<file path="config.mk">
export PLATFORM = sky130hd
export DESIGN_NAME = change_dispense_ctrl_flat
export DESIGN_NICKNAME = d
export VERILOG_FILES = /design/src/rtl/change_dispense_ctrl_pkg.sv /design/src/rtl/change_dispense_ctrl_if.sv /design/src/rtl/change_dispense_ctrl_inventory.sv /design/src/rtl/change_dispense_ctrl.sv /design/src/flat_wrapper.sv
export SDC_FILE = /design/constraint.sdc
export NUM_CORES = 1
export LEC_CHECK = 0
export ABC_AREA = 1
export BUFFER_PORTS_ARGS = -buffer_cell sky130_fd_sc_hd__buf_2
export CORE_MARGIN = 2
export CORE_UTILIZATION = 25
export CTS_BUF_LIST = sky130_fd_sc_hd__clkbuf_2
export DETAILED_ROUTE_END_ITERATION = 10
export PLACE_DENSITY = 0.47
export REMOVE_ABC_BUFFERS = 1
export SLEW_MARGIN = 20
export SYNTH_ARGS = -nofsm -noshare
export SYNTH_HDL_FRONTEND = slang
export SYNTH_SLANG_ARGS = --single-unit
</file>
<file path="constraint.sdc">
create_clock -name clock -period 2.6 [get_ports clock]
set_input_delay 0.26 -clock clock [delete_from_list [all_inputs] [get_ports clock]]
set_output_delay 0.26 -clock clock [all_outputs]
set_load 0.03 [all_outputs]
</file>
<file path="src/rtl/change_dispense_ctrl_pkg.sv">
// Shared constants and types for the change dispense controller.
// Change codes are expressed in 5c units, so a code doubles as the amount owed.
package change_dispense_ctrl_pkg;

  localparam logic [2:0] CODE_NONE   = 3'b000;
  localparam logic [2:0] NICKEL      = 3'b001;
  localparam logic [2:0] DIME        = 3'b010;
  localparam logic [2:0] NICKEL_DIME = 3'b011;
  localparam logic [2:0] DIME_DIME   = 3'b100;

  // Value of one coin in 5c units.
  localparam logic [2:0] UNITS_NICKEL = 3'd1;
  localparam logic [2:0] UNITS_DIME   = 3'd2;

  typedef enum logic [2:0] {
    S_IDLE     = 3'd0,
    S_PLAN     = 3'd1,
    S_PULSE    = 3'd2,
    S_WAIT_ACK = 3'd3,
    S_DONE     = 3'd4,
    S_FAULT    = 3'd5
  } state_t;

  // Codes above DIME_DIME are not a payable amount.
  function automatic logic code_is_payable(input logic [2:0] code);
    return (code <= DIME_DIME);
  endfunction

endpackage

</file>
<file path="src/rtl/change_dispense_ctrl_if.sv">
// Bus between the vending side / hoppers and the change dispense controller.
// Handshake: a request transfers on the rising edge where req_valid and
// req_ready are both high; req_code must be stable while req_valid is high.
// done is a single-cycle pulse, and err/short_units are only meaningful with it.
interface change_dispense_ctrl_if #(
  parameter int INV_W = 8
);
  import change_dispense_ctrl_pkg::*;

  logic             req_valid;
  logic [2:0]       req_code;
  logic             req_ready;
  logic             disp_nickel;
  logic             disp_dime;
  logic             hop_ack;
  logic             refill_valid;
  logic [INV_W-1:0] refill_nickels;
  logic [INV_W-1:0] refill_dimes;
  logic             done;
  logic             err;
  logic [2:0]       short_units;
  logic [INV_W-1:0] nickel_cnt;
  logic [INV_W-1:0] dime_cnt;
  state_t           dbg_state;

  // Requester / hopper side.
  modport master (
    output req_valid, req_code, hop_ack, refill_valid, refill_nickels, refill_dimes,
    input  req_ready, disp_nickel, disp_dime, done, err, short_units,
           nickel_cnt, dime_cnt, dbg_state
  );

  // Controller side.
  modport slave (
    input  req_valid, req_code, hop_ack, refill_valid, refill_nickels, refill_dimes,
    output req_ready, disp_nickel, disp_dime, done, err, short_units,
           nickel_cnt, dime_cnt, dbg_state
  );

endinterface

</file>
<file path="src/rtl/change_dispense_ctrl_inventory.sv">
// coin_inventory: coin stock counter with saturating refill and single-coin
// decrement. A refill and a decrement in the same cycle net out before
// saturation, so cnt + refill - 1 is clamped only once.
module coin_inventory #(
  parameter int INV_W = 8,
  parameter int INIT  = 20
) (
  input  logic             clk_i,
  input  logic             rst_i,
  input  logic             add_en_i,
  input  logic [INV_W-1:0] add_i,
  input  logic             dec_i,
  output logic [INV_W-1:0] cnt_o
);

  logic [INV_W-1:0] cnt_q;
  logic [INV_W-1:0] cnt_d;
  logic [INV_W:0]   add_ext;
  logic             dec_ok;
  logic [INV_W:0]   sum;

  // Next count: add refill, remove one coin if any stock exists, clamp at max.
  always_comb begin
    add_ext = add_en_i ? {1'b0, add_i} : '0;
    dec_ok  = dec_i && ((cnt_q != '0) || (add_ext != '0));
    sum     = {1'b0, cnt_q} + add_ext - {{INV_W{1'b0}}, dec_ok};
    cnt_d   = sum[INV_W] ? {INV_W{1'b1}} : sum[INV_W-1:0];
  end

  // Stock register, reloaded to its initial fill on reset.
  always_ff @(posedge clk_i) begin
    if (rst_i) begin
      cnt_q <= INV_W'(INIT);
    end else begin
      cnt_q <= cnt_d;
    end
  end

  assign cnt_o = cnt_q;

endmodule

</file>
<file path="src/rtl/change_dispense_ctrl.sv">
// change_dispense_ctrl: pays out change one coin at a time through the dime
// and nickel hoppers, preferring dimes and falling back to nickels, and
// reports any unpaid remainder with the completion pulse.
// Build option: define CHG_TIMEOUT_EN to fault a payout whose hopper never
// acknowledges within TIMEOUT_CYC cycles; without it WAIT_ACK waits forever.
module change_dispense_ctrl
  import change_dispense_ctrl_pkg::*;
#(
  parameter int INV_W       = 8,
  parameter int NICKEL_INIT = 20,
  parameter int DIME_INIT   = 20,
  parameter int PULSE_CYC   = 4,
  parameter int TIMEOUT_CYC = 255
) (
  input logic                    clock,
  input logic                    reset,
  change_dispense_ctrl_if.slave  bus
);

  localparam int PW = (PULSE_CYC > 1) ? $clog2(PULSE_CYC) : 1;

  state_t           state_q;
  logic             req_ready_q;
  logic             disp_nickel_q;
  logic             disp_dime_q;
  logic             done_q;
  logic             err_q;
  logic [2:0]       short_q;
  logic [2:0]       rem_q;
  logic             sel_dime_q;
  logic [PW-1:0]    pulse_cnt_q;
  logic [INV_W-1:0] nickel_cnt;
  logic [INV_W-1:0] dime_cnt;
  logic             ack_taken;
  logic             dec_nickel;
  logic             dec_dime;

`ifdef CHG_TIMEOUT_EN
  logic [7:0]       wait_cnt_q;
`else
  logic             unused_timeout;
  assign unused_timeout = ^(32'(TIMEOUT_CYC));
`endif

  // A hopper ack only counts while the controller is waiting for one.
  assign ack_taken  = (state_q == S_WAIT_ACK) && bus.hop_ack;
  assign dec_dime   = ack_taken && sel_dime_q;
  assign dec_nickel = ack_taken && !sel_dime_q;

  coin_inventory #(.INV_W(INV_W), .INIT(NICKEL_INIT)) u_nickel_inv (
    .clk_i    (clock),
    .rst_i    (reset),
    .add_en_i (bus.refill_valid),
    .add_i    (bus.refill_nickels),
    .dec_i    (dec_nickel),
    .cnt_o    (nickel_cnt)
  );

  coin_inventory #(.INV_W(INV_W), .INIT(DIME_INIT)) u_dime_inv (
    .clk_i    (clock),
    .rst_i    (reset),
    .add_en_i (bus.refill_valid),
    .add_i    (bus.refill_dimes),
    .dec_i    (dec_dime),
    .cnt_o    (dime_cnt)
  );

  // Payout sequencer; every output is registered and set on the transition
  // into the state it belongs to.
  always_ff @(posedge clock) begin
    if (reset) begin
      state_q       <= S_IDLE;
      req_ready_q   <= 1'b1;
      disp_nickel_q <= 1'b0;
      disp_dime_q   <= 1'b0;
      done_q        <= 1'b0;
      err_q         <= 1'b0;
      short_q       <= 3'd0;
      rem_q         <= 3'd0;
      sel_dime_q    <= 1'b0;
      pulse_cnt_q   <= '0;
`ifdef CHG_TIMEOUT_EN
      wait_cnt_q    <= 8'd0;
`endif
    end else begin
      // Completion outputs live for exactly one cycle.
      done_q  <= 1'b0;
      err_q   <= 1'b0;
      short_q <= 3'd0;
      unique case (state_q)
        S_IDLE: begin
          if (bus.req_valid && req_ready_q) begin
            req_ready_q <= 1'b0;
            if (bus.req_code == CODE_NONE) begin
              state_q <= S_DONE;
              done_q  <= 1'b1;
            end else if (!code_is_payable(bus.req_code)) begin
              state_q <= S_FAULT;
              done_q  <= 1'b1;
              err_q   <= 1'b1;
            end else begin
              rem_q   <= bus.req_code;
              state_q <= S_PLAN;
            end
          end
        end
        S_PLAN: begin
          if (rem_q == 3'd0) begin
            state_q <= S_DONE;
            done_q  <= 1'b1;
          end else if ((rem_q >= UNITS_DIME) && (dime_cnt != '0)) begin
            sel_dime_q  <= 1'b1;
            disp_dime_q <= 1'b1;
            pulse_cnt_q <= PW'(PULSE_CYC - 1);
            state_q     <= S_PULSE;
          end else if (nickel_cnt != '0) begin
            sel_dime_q    <= 1'b0;
            disp_nickel_q <= 1'b1;
            pulse_cnt_q   <= PW'(PULSE_CYC - 1);
            state_q       <= S_PULSE;
          end else begin
            state_q <= S_FAULT;
            done_q  <= 1'b1;
            err_q   <= 1'b1;
            short_q <= rem_q;
          end
        end
        S_PULSE: begin
          if (pulse_cnt_q == '0) begin
            disp_nickel_q <= 1'b0;
            disp_dime_q   <= 1'b0;
            state_q       <= S_WAIT_ACK;
`ifdef CHG_TIMEOUT_EN
            wait_cnt_q    <= 8'd0;
`endif
          end else begin
            pulse_cnt_q <= pulse_cnt_q - 1'b1;
          end
        end
        S_WAIT_ACK: begin
          if (bus.hop_ack) begin
            rem_q   <= rem_q - (sel_dime_q ? UNITS_DIME : UNITS_NICKEL);
            state_q <= S_PLAN;
          end
`ifdef CHG_TIMEOUT_EN
          else if (wait_cnt_q == 8'(TIMEOUT_CYC - 1)) begin
            state_q <= S_FAULT;
            done_q  <= 1'b1;
            err_q   <= 1'b1;
            short_q <= rem_q;
          end else begin
            wait_cnt_q <= wait_cnt_q + 8'd1;
          end
`endif
        end
        S_DONE, S_FAULT: begin
          state_q     <= S_IDLE;
          req_ready_q <= 1'b1;
        end
        default: begin
          state_q       <= S_IDLE;
          req_ready_q   <= 1'b1;
          disp_nickel_q <= 1'b0;
          disp_dime_q   <= 1'b0;
        end
      endcase
    end
  end

  assign bus.req_ready   = req_ready_q;
  assign bus.disp_nickel = disp_nickel_q;
  assign bus.disp_dime   = disp_dime_q;
  assign bus.done        = done_q;
  assign bus.err         = err_q;
  assign bus.short_units = short_q;
  assign bus.nickel_cnt  = nickel_cnt;
  assign bus.dime_cnt    = dime_cnt;
  assign bus.dbg_state   = state_q;

endmodule

</file>
<file path="src/flat_wrapper.sv">
// flat-port wrapper written by rule: the top's interface ports become plain ports
module change_dispense_ctrl_flat import change_dispense_ctrl_pkg::*;
#(
  parameter int INV_W       = 8,
  parameter int NICKEL_INIT = 20,
  parameter int DIME_INIT   = 20,
  parameter int PULSE_CYC   = 4,
  parameter int TIMEOUT_CYC = 255
)
  (clock, reset, bus_req_valid, bus_req_code, bus_hop_ack, bus_refill_valid, bus_refill_nickels, bus_refill_dimes, bus_req_ready, bus_disp_nickel, bus_disp_dime, bus_done, bus_err, bus_short_units, bus_nickel_cnt, bus_dime_cnt, bus_dbg_state);
  change_dispense_ctrl_if #(.INV_W(INV_W)) bus_i ();
  input logic clock;
  input logic reset;
  input wire logic [$bits(bus_i.req_valid)-1:0] bus_req_valid;
  input wire logic [$bits(bus_i.req_code)-1:0] bus_req_code;
  input wire logic [$bits(bus_i.hop_ack)-1:0] bus_hop_ack;
  input wire logic [$bits(bus_i.refill_valid)-1:0] bus_refill_valid;
  input wire logic [$bits(bus_i.refill_nickels)-1:0] bus_refill_nickels;
  input wire logic [$bits(bus_i.refill_dimes)-1:0] bus_refill_dimes;
  output wire logic [$bits(bus_i.req_ready)-1:0] bus_req_ready;
  output wire logic [$bits(bus_i.disp_nickel)-1:0] bus_disp_nickel;
  output wire logic [$bits(bus_i.disp_dime)-1:0] bus_disp_dime;
  output wire logic [$bits(bus_i.done)-1:0] bus_done;
  output wire logic [$bits(bus_i.err)-1:0] bus_err;
  output wire logic [$bits(bus_i.short_units)-1:0] bus_short_units;
  output wire logic [$bits(bus_i.nickel_cnt)-1:0] bus_nickel_cnt;
  output wire logic [$bits(bus_i.dime_cnt)-1:0] bus_dime_cnt;
  output wire logic [$bits(bus_i.dbg_state)-1:0] bus_dbg_state;
  assign bus_i.req_valid = bus_req_valid;
  assign bus_i.req_code = bus_req_code;
  assign bus_i.hop_ack = bus_hop_ack;
  assign bus_i.refill_valid = bus_refill_valid;
  assign bus_i.refill_nickels = bus_refill_nickels;
  assign bus_i.refill_dimes = bus_refill_dimes;
  assign bus_req_ready = bus_i.req_ready;
  assign bus_disp_nickel = bus_i.disp_nickel;
  assign bus_disp_dime = bus_i.disp_dime;
  assign bus_done = bus_i.done;
  assign bus_err = bus_i.err;
  assign bus_short_units = bus_i.short_units;
  assign bus_nickel_cnt = bus_i.nickel_cnt;
  assign bus_dime_cnt = bus_i.dime_cnt;
  assign bus_dbg_state = bus_i.dbg_state;
  change_dispense_ctrl #(.INV_W(INV_W), .NICKEL_INIT(NICKEL_INIT), .DIME_INIT(DIME_INIT), .PULSE_CYC(PULSE_CYC), .TIMEOUT_CYC(TIMEOUT_CYC)) u_core (.clock(clock), .reset(reset), .bus(bus_i));
endmodule
</file>
Yosys cells after proc, flatten, opt, wreduce, memory -nomap -nowiden
Index checks and enable logic that the tools add are counted.
{"block": "op_classes", "eq_ne": 16, "n_lt_le_gt_ge": 2, "n_bitwise": 4, "reduce_logical": 33, "add_sub_neg": 6, "mux": 47}
{"operator": "2-to-1 mux 3 bit", "count": 12}
{"operator": "2-to-1 mux 8 bit", "count": 4}
{"operator": "adder 8 x 9 -> 9 bit", "count": 2}
{"operator": "2-to-1 mux 1 bit", "count": 18}
{"operator": "nonzero test 9 bit", "count": 2}
{"operator": "subtractor 9 x 1 -> 9 bit", "count": 2}
{"operator": "nonzero test 8 bit", "count": 2}
{"operator": "case mux 3 bit (4 select lines)", "count": 1}
{"operator": "2-to-1 mux 2 bit", "count": 5}
{"operator": "inequality test 2 x 1 -> 1 bit (second input constant)", "count": 5}
{"operator": "inequality test 2 bit (second input constant)", "count": 5}
{"operator": "AND reduction 5 bit", "count": 2}
{"operator": "zero test 3 bit", "count": 3}
{"operator": "AND reduction 4 bit", "count": 2}
{"operator": "logical AND 1 bit", "count": 7}
{"operator": "equality test 3 x 2 -> 1 bit (second input constant)", "count": 2}
{"operator": "equality test 3 bit (second input constant)", "count": 2}
{"operator": "case mux 1 bit (2 select lines)", "count": 3}
{"operator": "case mux 1 bit (3 select lines)", "count": 2}
{"operator": "case mux 3 bit (2 select lines)", "count": 1}
{"operator": "AND reduction 3 bit", "count": 2}
{"operator": "nonzero test 2 bit", "count": 3}
{"operator": "OR reduction 5 bit", "count": 1}
{"operator": "NOT 1 bit", "count": 4}
{"operator": "14 further kinds", "count": 16}
{"block": "word_totals", "wordCells": 122, "register_bits": 33, "input_bits": 24}

Depth between registers and ports, before layout
{"block": "logic_depth", "word_depth": 6, "depth_mapped": 19, "depth_no_buf": 19}

By module
A second synthesis with hierarchy kept.
{"block": "hier_totals", "cells_unflattened": 438, "area_unflattened_um2": 2827.7}
{"module": "change_dispense_ctrl", "cells_per_inst": 145, "n_inst": 1, "area_per_inst_um2": 955.9}
{"module": "coin_inventory (u_core.u_dime_inv)", "cells_per_inst": 148, "n_inst": 1, "area_per_inst_um2": 945.9}
{"module": "coin_inventory (u_core.u_nickel_inv)", "cells_per_inst": 145, "n_inst": 1, "area_per_inst_um2": 925.9}

Least setup slack after synthesis
No wires, ideal clock.
{"block": "synth_path", "path_kind": "register -> register", "start": "register u_core.state_q[1] (netlist: u_core.bus.dbg_state[1])", "end": "register u_core.u_nickel_inv.cnt_q[0] (netlist: u_core.u_nickel_inv.cnt_o[0])", "synth_period_minus_slack_ns": 2.867, "path_slack_ns": -0.267, "required_time_ns": 2.489, "arrival_ns": 2.756, "path_stages_with_launch": 18, "setup_time_ns": 0.111, "path_cell_list": "dfxtp_1 -> nand3_1 -> nor3_1 -> o31ai_1 -> inv_1 -> ha_1 -> inv_1 -> ha_1 -> inv_1 -> fa_1 -> o21ai_2 -> nand2_1 -> nand2_1 -> nand2_1 -> nand2_1 -> nand2_1 -> nand2_1 -> inv_1"}
{"block": "synth_via", "elab_chain_len": 6}
{"element": "start, declared", "line": "change_dispense_ctrl.sv:22", "rtl": "state_t state_q;"}
{"element": "start signal, assigned", "line": "change_dispense_ctrl.sv:72", "rtl": "state_q <= S_IDLE;"}
{"element": "start signal, assigned", "line": "change_dispense_ctrl.sv:95", "rtl": "state_q <= S_DONE;"}
{"element": "start signal, assigned", "line": "change_dispense_ctrl.sv:98", "rtl": "state_q <= S_FAULT;"}
{"element": "equality test 3 x 2 -> 1 bit", "line": "change_dispense_ctrl.sv:46", "rtl": "assign ack_taken = (state_q == S_WAIT_ACK) && bus.hop_ack;"}
{"element": "logical AND 1 bit", "line": "change_dispense_ctrl.sv:46"}
{"element": "logical AND 1 bit", "line": "change_dispense_ctrl.sv:48", "rtl": "assign dec_nickel = ack_taken && !sel_dime_q;"}
{"element": "logical AND 1 bit", "line": "change_dispense_ctrl_inventory.sv:25", "rtl": "dec_ok = dec_i && ((cnt_q != '0) || (add_ext != '0));"}
{"element": "subtractor 9 x 1 -> 9 bit", "line": "change_dispense_ctrl_inventory.sv:26", "rtl": "sum = {1'b0, cnt_q} + add_ext - {{INV_W{1'b0}}, dec_ok};"}
{"element": "2-to-1 mux 8 bit", "line": "change_dispense_ctrl_inventory.sv:27", "rtl": "cnt_d = sum[INV_W] ? {INV_W{1'b1}} : sum[INV_W-1:0];"}
{"element": "end signal, assigned", "line": "change_dispense_ctrl_inventory.sv:33", "rtl": "cnt_q <= INV_W'(INIT);"}
{"element": "end signal, assigned", "line": "change_dispense_ctrl_inventory.sv:35", "rtl": "cnt_q <= cnt_d;"}
{"element": "end, declared", "line": "change_dispense_ctrl_inventory.sv:16", "rtl": "logic [INV_W-1:0] cnt_q;"}
No other way between the ends.
A chain may end at the register's enable or synchronous reset.

Final worst setup path
{"block": "layout_path", "start": "register u_core.u_nickel_inv.cnt_q[7] (netlist: u_core.u_nickel_inv.cnt_o[7])", "end": "register u_core.disp_nickel_q (netlist: u_core.bus.disp_nickel)"}
{"block": "layout_via", "elab_chain_len": 3}
{"element": "nonzero test 8 bit", "line": "change_dispense_ctrl.sv:116", "rtl": "end else if (nickel_cnt != '0) begin"}
{"element": "inequality test 2 x 1 -> 1 bit (no line)"}
{"element": "AND reduction 5 bit (no line)"}
{"element": "end signal, assigned", "line": "change_dispense_ctrl.sv:118", "rtl": "disp_nickel_q <= 1'b1;"}
{"element": "end signal, assigned", "line": "change_dispense_ctrl.sv:130", "rtl": "disp_nickel_q <= 1'b0;"}
{"element": "end signal, assigned", "line": "change_dispense_ctrl.sv:163", "rtl": "disp_nickel_q <= 1'b0;"}
{"element": "end, declared", "line": "change_dispense_ctrl.sv:24", "rtl": "logic disp_nickel_q;"}
No other way between the ends.

==> results.sh <==
export IMPL_drive_gt1_frac=0.3766
export IMPL_start_util=0.2529
export IMPL_fmax_ghz=0.3612
export IMPL_ios=51
export IMPL_synthTopCellsByArea="dfxtp_1 (26%), ha_1 (17%), nand2_1 (15%)"
export IMPL_ys_seq_area_frac=0.2564
export IMPL_tns_ns=-0.4875
export IMPL_clk_pin_slew_ns=0.20
export IMPL_grt_max_degree=17
export IMPL_cp_max_fo=2
export IMPL_use_met3=0.03711
export IMPL_worst_pin_slew_ns=0.3498
export IMPL_use_met2=0.2507
export IMPL_clock_latency_ns=0.39
export IMPL_multi_input_area_um2=1730
export IMPL_wl_um=7309
export IMPL_ctsRootBufferMaster="clkbuf_2"
export IMPL_setup_slack_ns=-0.1688
export IMPL_vias_per_cell=4.253
export IMPL_gp_congestion=0.7497
export IMPL_finalHoldViolCount=0
export IMPL_p_leak_nw=2.155
export IMPL_ant_nets=0
export IMPL_instances_no_fill=667
export IMPL_wire_per_inst_um=10.96
export IMPL_arrival_ns=3.08
export IMPL_die_height_um=105.5
export IMPL_htreeDepth=2
export IMPL_n_fill_cell=1116
export IMPL_grt_pass1_wl_um=12040
export IMPL_worst_setup_path_start_kind="flop"
export IMPL_num_vias=2837
export IMPL_use_met1=0.1562
export IMPL_violations="negative setup slack"
export IMPL_skew_ns=0.02336
export IMPL_grt_pass1_vias=2727
export IMPL_vdd_ir_drop_max_uv=396.6
export IMPL_ys_warn_count=0
export IMPL_diodes=0
export IMPL_avgSynthCellArea_um2=6.555
export IMPL_dp_hpwl_um=5806
export IMPL_worst_setup_path_type="reg2reg"
export IMPL_required_ns=2.91
export IMPL_dp_cells=632
export IMPL_power_mw=4.743
export IMPL_area_growth_pct=51.58
export IMPL_grt_busiest_layer="met2"
export IMPL_relSlewSlack=0.7643
export IMPL_track_usage=0.1355
export IMPL_overflow=0
export IMPL_fin_crit_ns=2.769
export IMPL_antenna_found_initial=0
export IMPL_synth_area_um2=2576
export IMPL_clock_sinks=33
export IMPL_ys_types=28
export IMPL_port_buffers=50
export IMPL_core_um2=10180
export IMPL_setup_viol=6
export IMPL_hold_path_class="in2reg"
export IMPL_rsz0062_at_grt="true"
export IMPL_dieArea_um2=11130
export IMPL_clock_path_buffers=2
export IMPL_cts_buffers=5
export IMPL_maxCapViolCount=0
export IMPL_syn_inst=393
export IMPL_synth_area_leader_cell="dfxtp_1"
export IMPL_synth_seq_cells=33
export IMPL_end_kind="flop"
export IMPL_drtIter0Drc=75
export IMPL_dieWidth_um=105.5
export IMPL_drt_pass1_iter_count=4
export IMPL_nets=593
export IMPL_synth_top_area_frac=0.2564
export IMPL_cts_tree="yes"
export IMPL_slew_violations=0
export IMPL_p_per_area_nw_per_um2=1215
export IMPL_row_count=37
export IMPL_status="complete, but fails checks"
export IMPL_seq_area_um2=673.1
export IMPL_finalCritPeriodShare=1.065
export IMPL_drc=0
[power by group]
part | internal [mW] | switching, mW
registers | 0.715 | 0.127
clock network | 0.258 | 0.197
logic | 1.40 | 2.04
total | 2.38 | 2.37
[layout by cell type (no fill, tap or decap), types with 3 or more instances in the layout]
master    count
a21oi_2       6
a21oi_1      16
inv_1        87
nand3_1      14
nor2_4        4
nand3b_1      3
nand4_1       9
ha_1         34
clkbuf_2      5
nand3_2       6
nand2_1      92
o21ai_0       9
buf_2        50
nand2_2      10
inv_2         6
dfxtp_1      23
dfxtp_2      10
xnor2_1       4
nor2_1       27
xor2_1        3
buf_4        82
[sequential cells by signal, indices dropped and copies added, names as in the netlist, 2 cells and up]
| name | count |
|---|---|
| u_core.rem_q | 3 |
| u_core.u_dime_inv.cnt_o | 8 |
| u_core.bus.dbg_state | 3 |
| u_core.u_nickel_inv.cnt_o | 8 |
| u_core.bus.short_units | 3 |
| u_core.pulse_cnt_q | 2 |
[through the flow]
step           setup WS, ns  hold slack [ns]  utilization  cell area [um^2]
2_1_floorplan       -0.2739           0.3291            -              2560
3_3_place_gp        -0.3507           0.4389       0.3346              3408
3_5_place_dp        -0.3587           0.4453       0.3346              3408
4_1_cts             -0.1358           0.1238       0.3647              3715
5_1_grt             -0.2752           0.1512       0.3834              3905
6_report            -0.1688           0.1456       0.3834              3905
[routing by layer]
| metal | up-vias | wire (um) |
|---|---|---|
| met5 | - | 0 |
| met4 | 0 | 77 |
| met3 | 7 | 454 |
| met2 | 62 | 3570 |
| met1 | 1279 | 3207 |
| li1 | 1489 | - |
[final timing paths]
check                                                              from                             endpoint  slack [ns]  cells after the start
worst max-delay path            u_core.u_nickel_inv.cnt_o[7]$_SDFF_PP0_  u_core.bus.disp_nickel$_SDFFE_PP0P_       -0.17                     21
worst min-delay path                                      bus_req_valid            u_core.bus.err$_SDFF_PP0_        0.15                      3
worst max register to register  u_core.u_nickel_inv.cnt_o[7]$_SDFF_PP0_  u_core.bus.disp_nickel$_SDFFE_PP0P_       -0.17                     21
worst min register to register      u_core.bus.disp_nickel$_SDFFE_PP0P_  u_core.bus.disp_nickel$_SDFFE_PP0P_        0.48                      2
[cell type report]
class | instances | share of cell area
multi-input combinational | 262 | 0.4431
timing repair buffer | 134 | 0.2275
sequential | 33 | 0.1724
inverter | 94 | 0.09036
tap | 136 | 0.04358
clock inverter | 3 | 0.01666
clock buffer | 5 | 0.006408
[cell usage after synthesis, drive strengths merged]
| cell type | count |
|---|---|
| a21boi | 1 |
| a21o | 1 |
| a21oi | 22 |
| a31oi | 1 |
| buf | 1 |
| clkbuf | 3 |
| clkinv | 1 |
| dfxtp | 33 |
| fa | 3 |
| ha | 36 |
| inv | 93 |
| nand2 | 104 |
| nand3 | 22 |
| nand3b | 3 |
| nand4 | 9 |
| nor2 | 33 |
| nor3 | 3 |
| o21a | 1 |
| o21ai | 12 |
| o21bai | 1 |
| o311ai | 1 |
| o31ai | 2 |
| xnor2 | 4 |
| xor2 | 3 |
[worst max-delay path, stage by stage (launching register included)]
cell and delay, ns:
dfxtp_2 0.37, inv_2 0.06, nand4_1 0.13, nor2_2 0.14, inv_2 0.06, buf_4 0.13
buf_4 0.12, buf_4 0.12, buf_4 0.12, buf_4 0.13, buf_4 0.12, buf_4 0.12
buf_4 0.12, buf_4 0.12, buf_4 0.12, buf_4 0.12, buf_4 0.12, buf_4 0.12
buf_4 0.12, buf_4 0.12, nand3_2 0.07, a21oi_2 0.05
[kinds of logic (layout without fill, tap and decap cells)]
| family | Yosys count | after routing | synth area share |
|---|---|---|---|
| flops | 33 | 33 | 0.2564 |
| buf+inv | 98 | 236 | 0.1433 |
| xor+xnor | 7 | 7 | 0.02380 |
| simple gates | 174 | 174 | 0.2861 |
| fa+ha+maj | 39 | 39 | 0.1982 |
| compound gates | 42 | 42 | 0.09228 |
[what timing repair did]
item                                    4_1_cts  5_1_grt
pin swaps                                     8       17
setup buffers                                21        6
hold buffers                                  0        0
endpoints found under the setup margin       16       17
resized for setup                            21       44
Power figures use the tool's default switching activity.
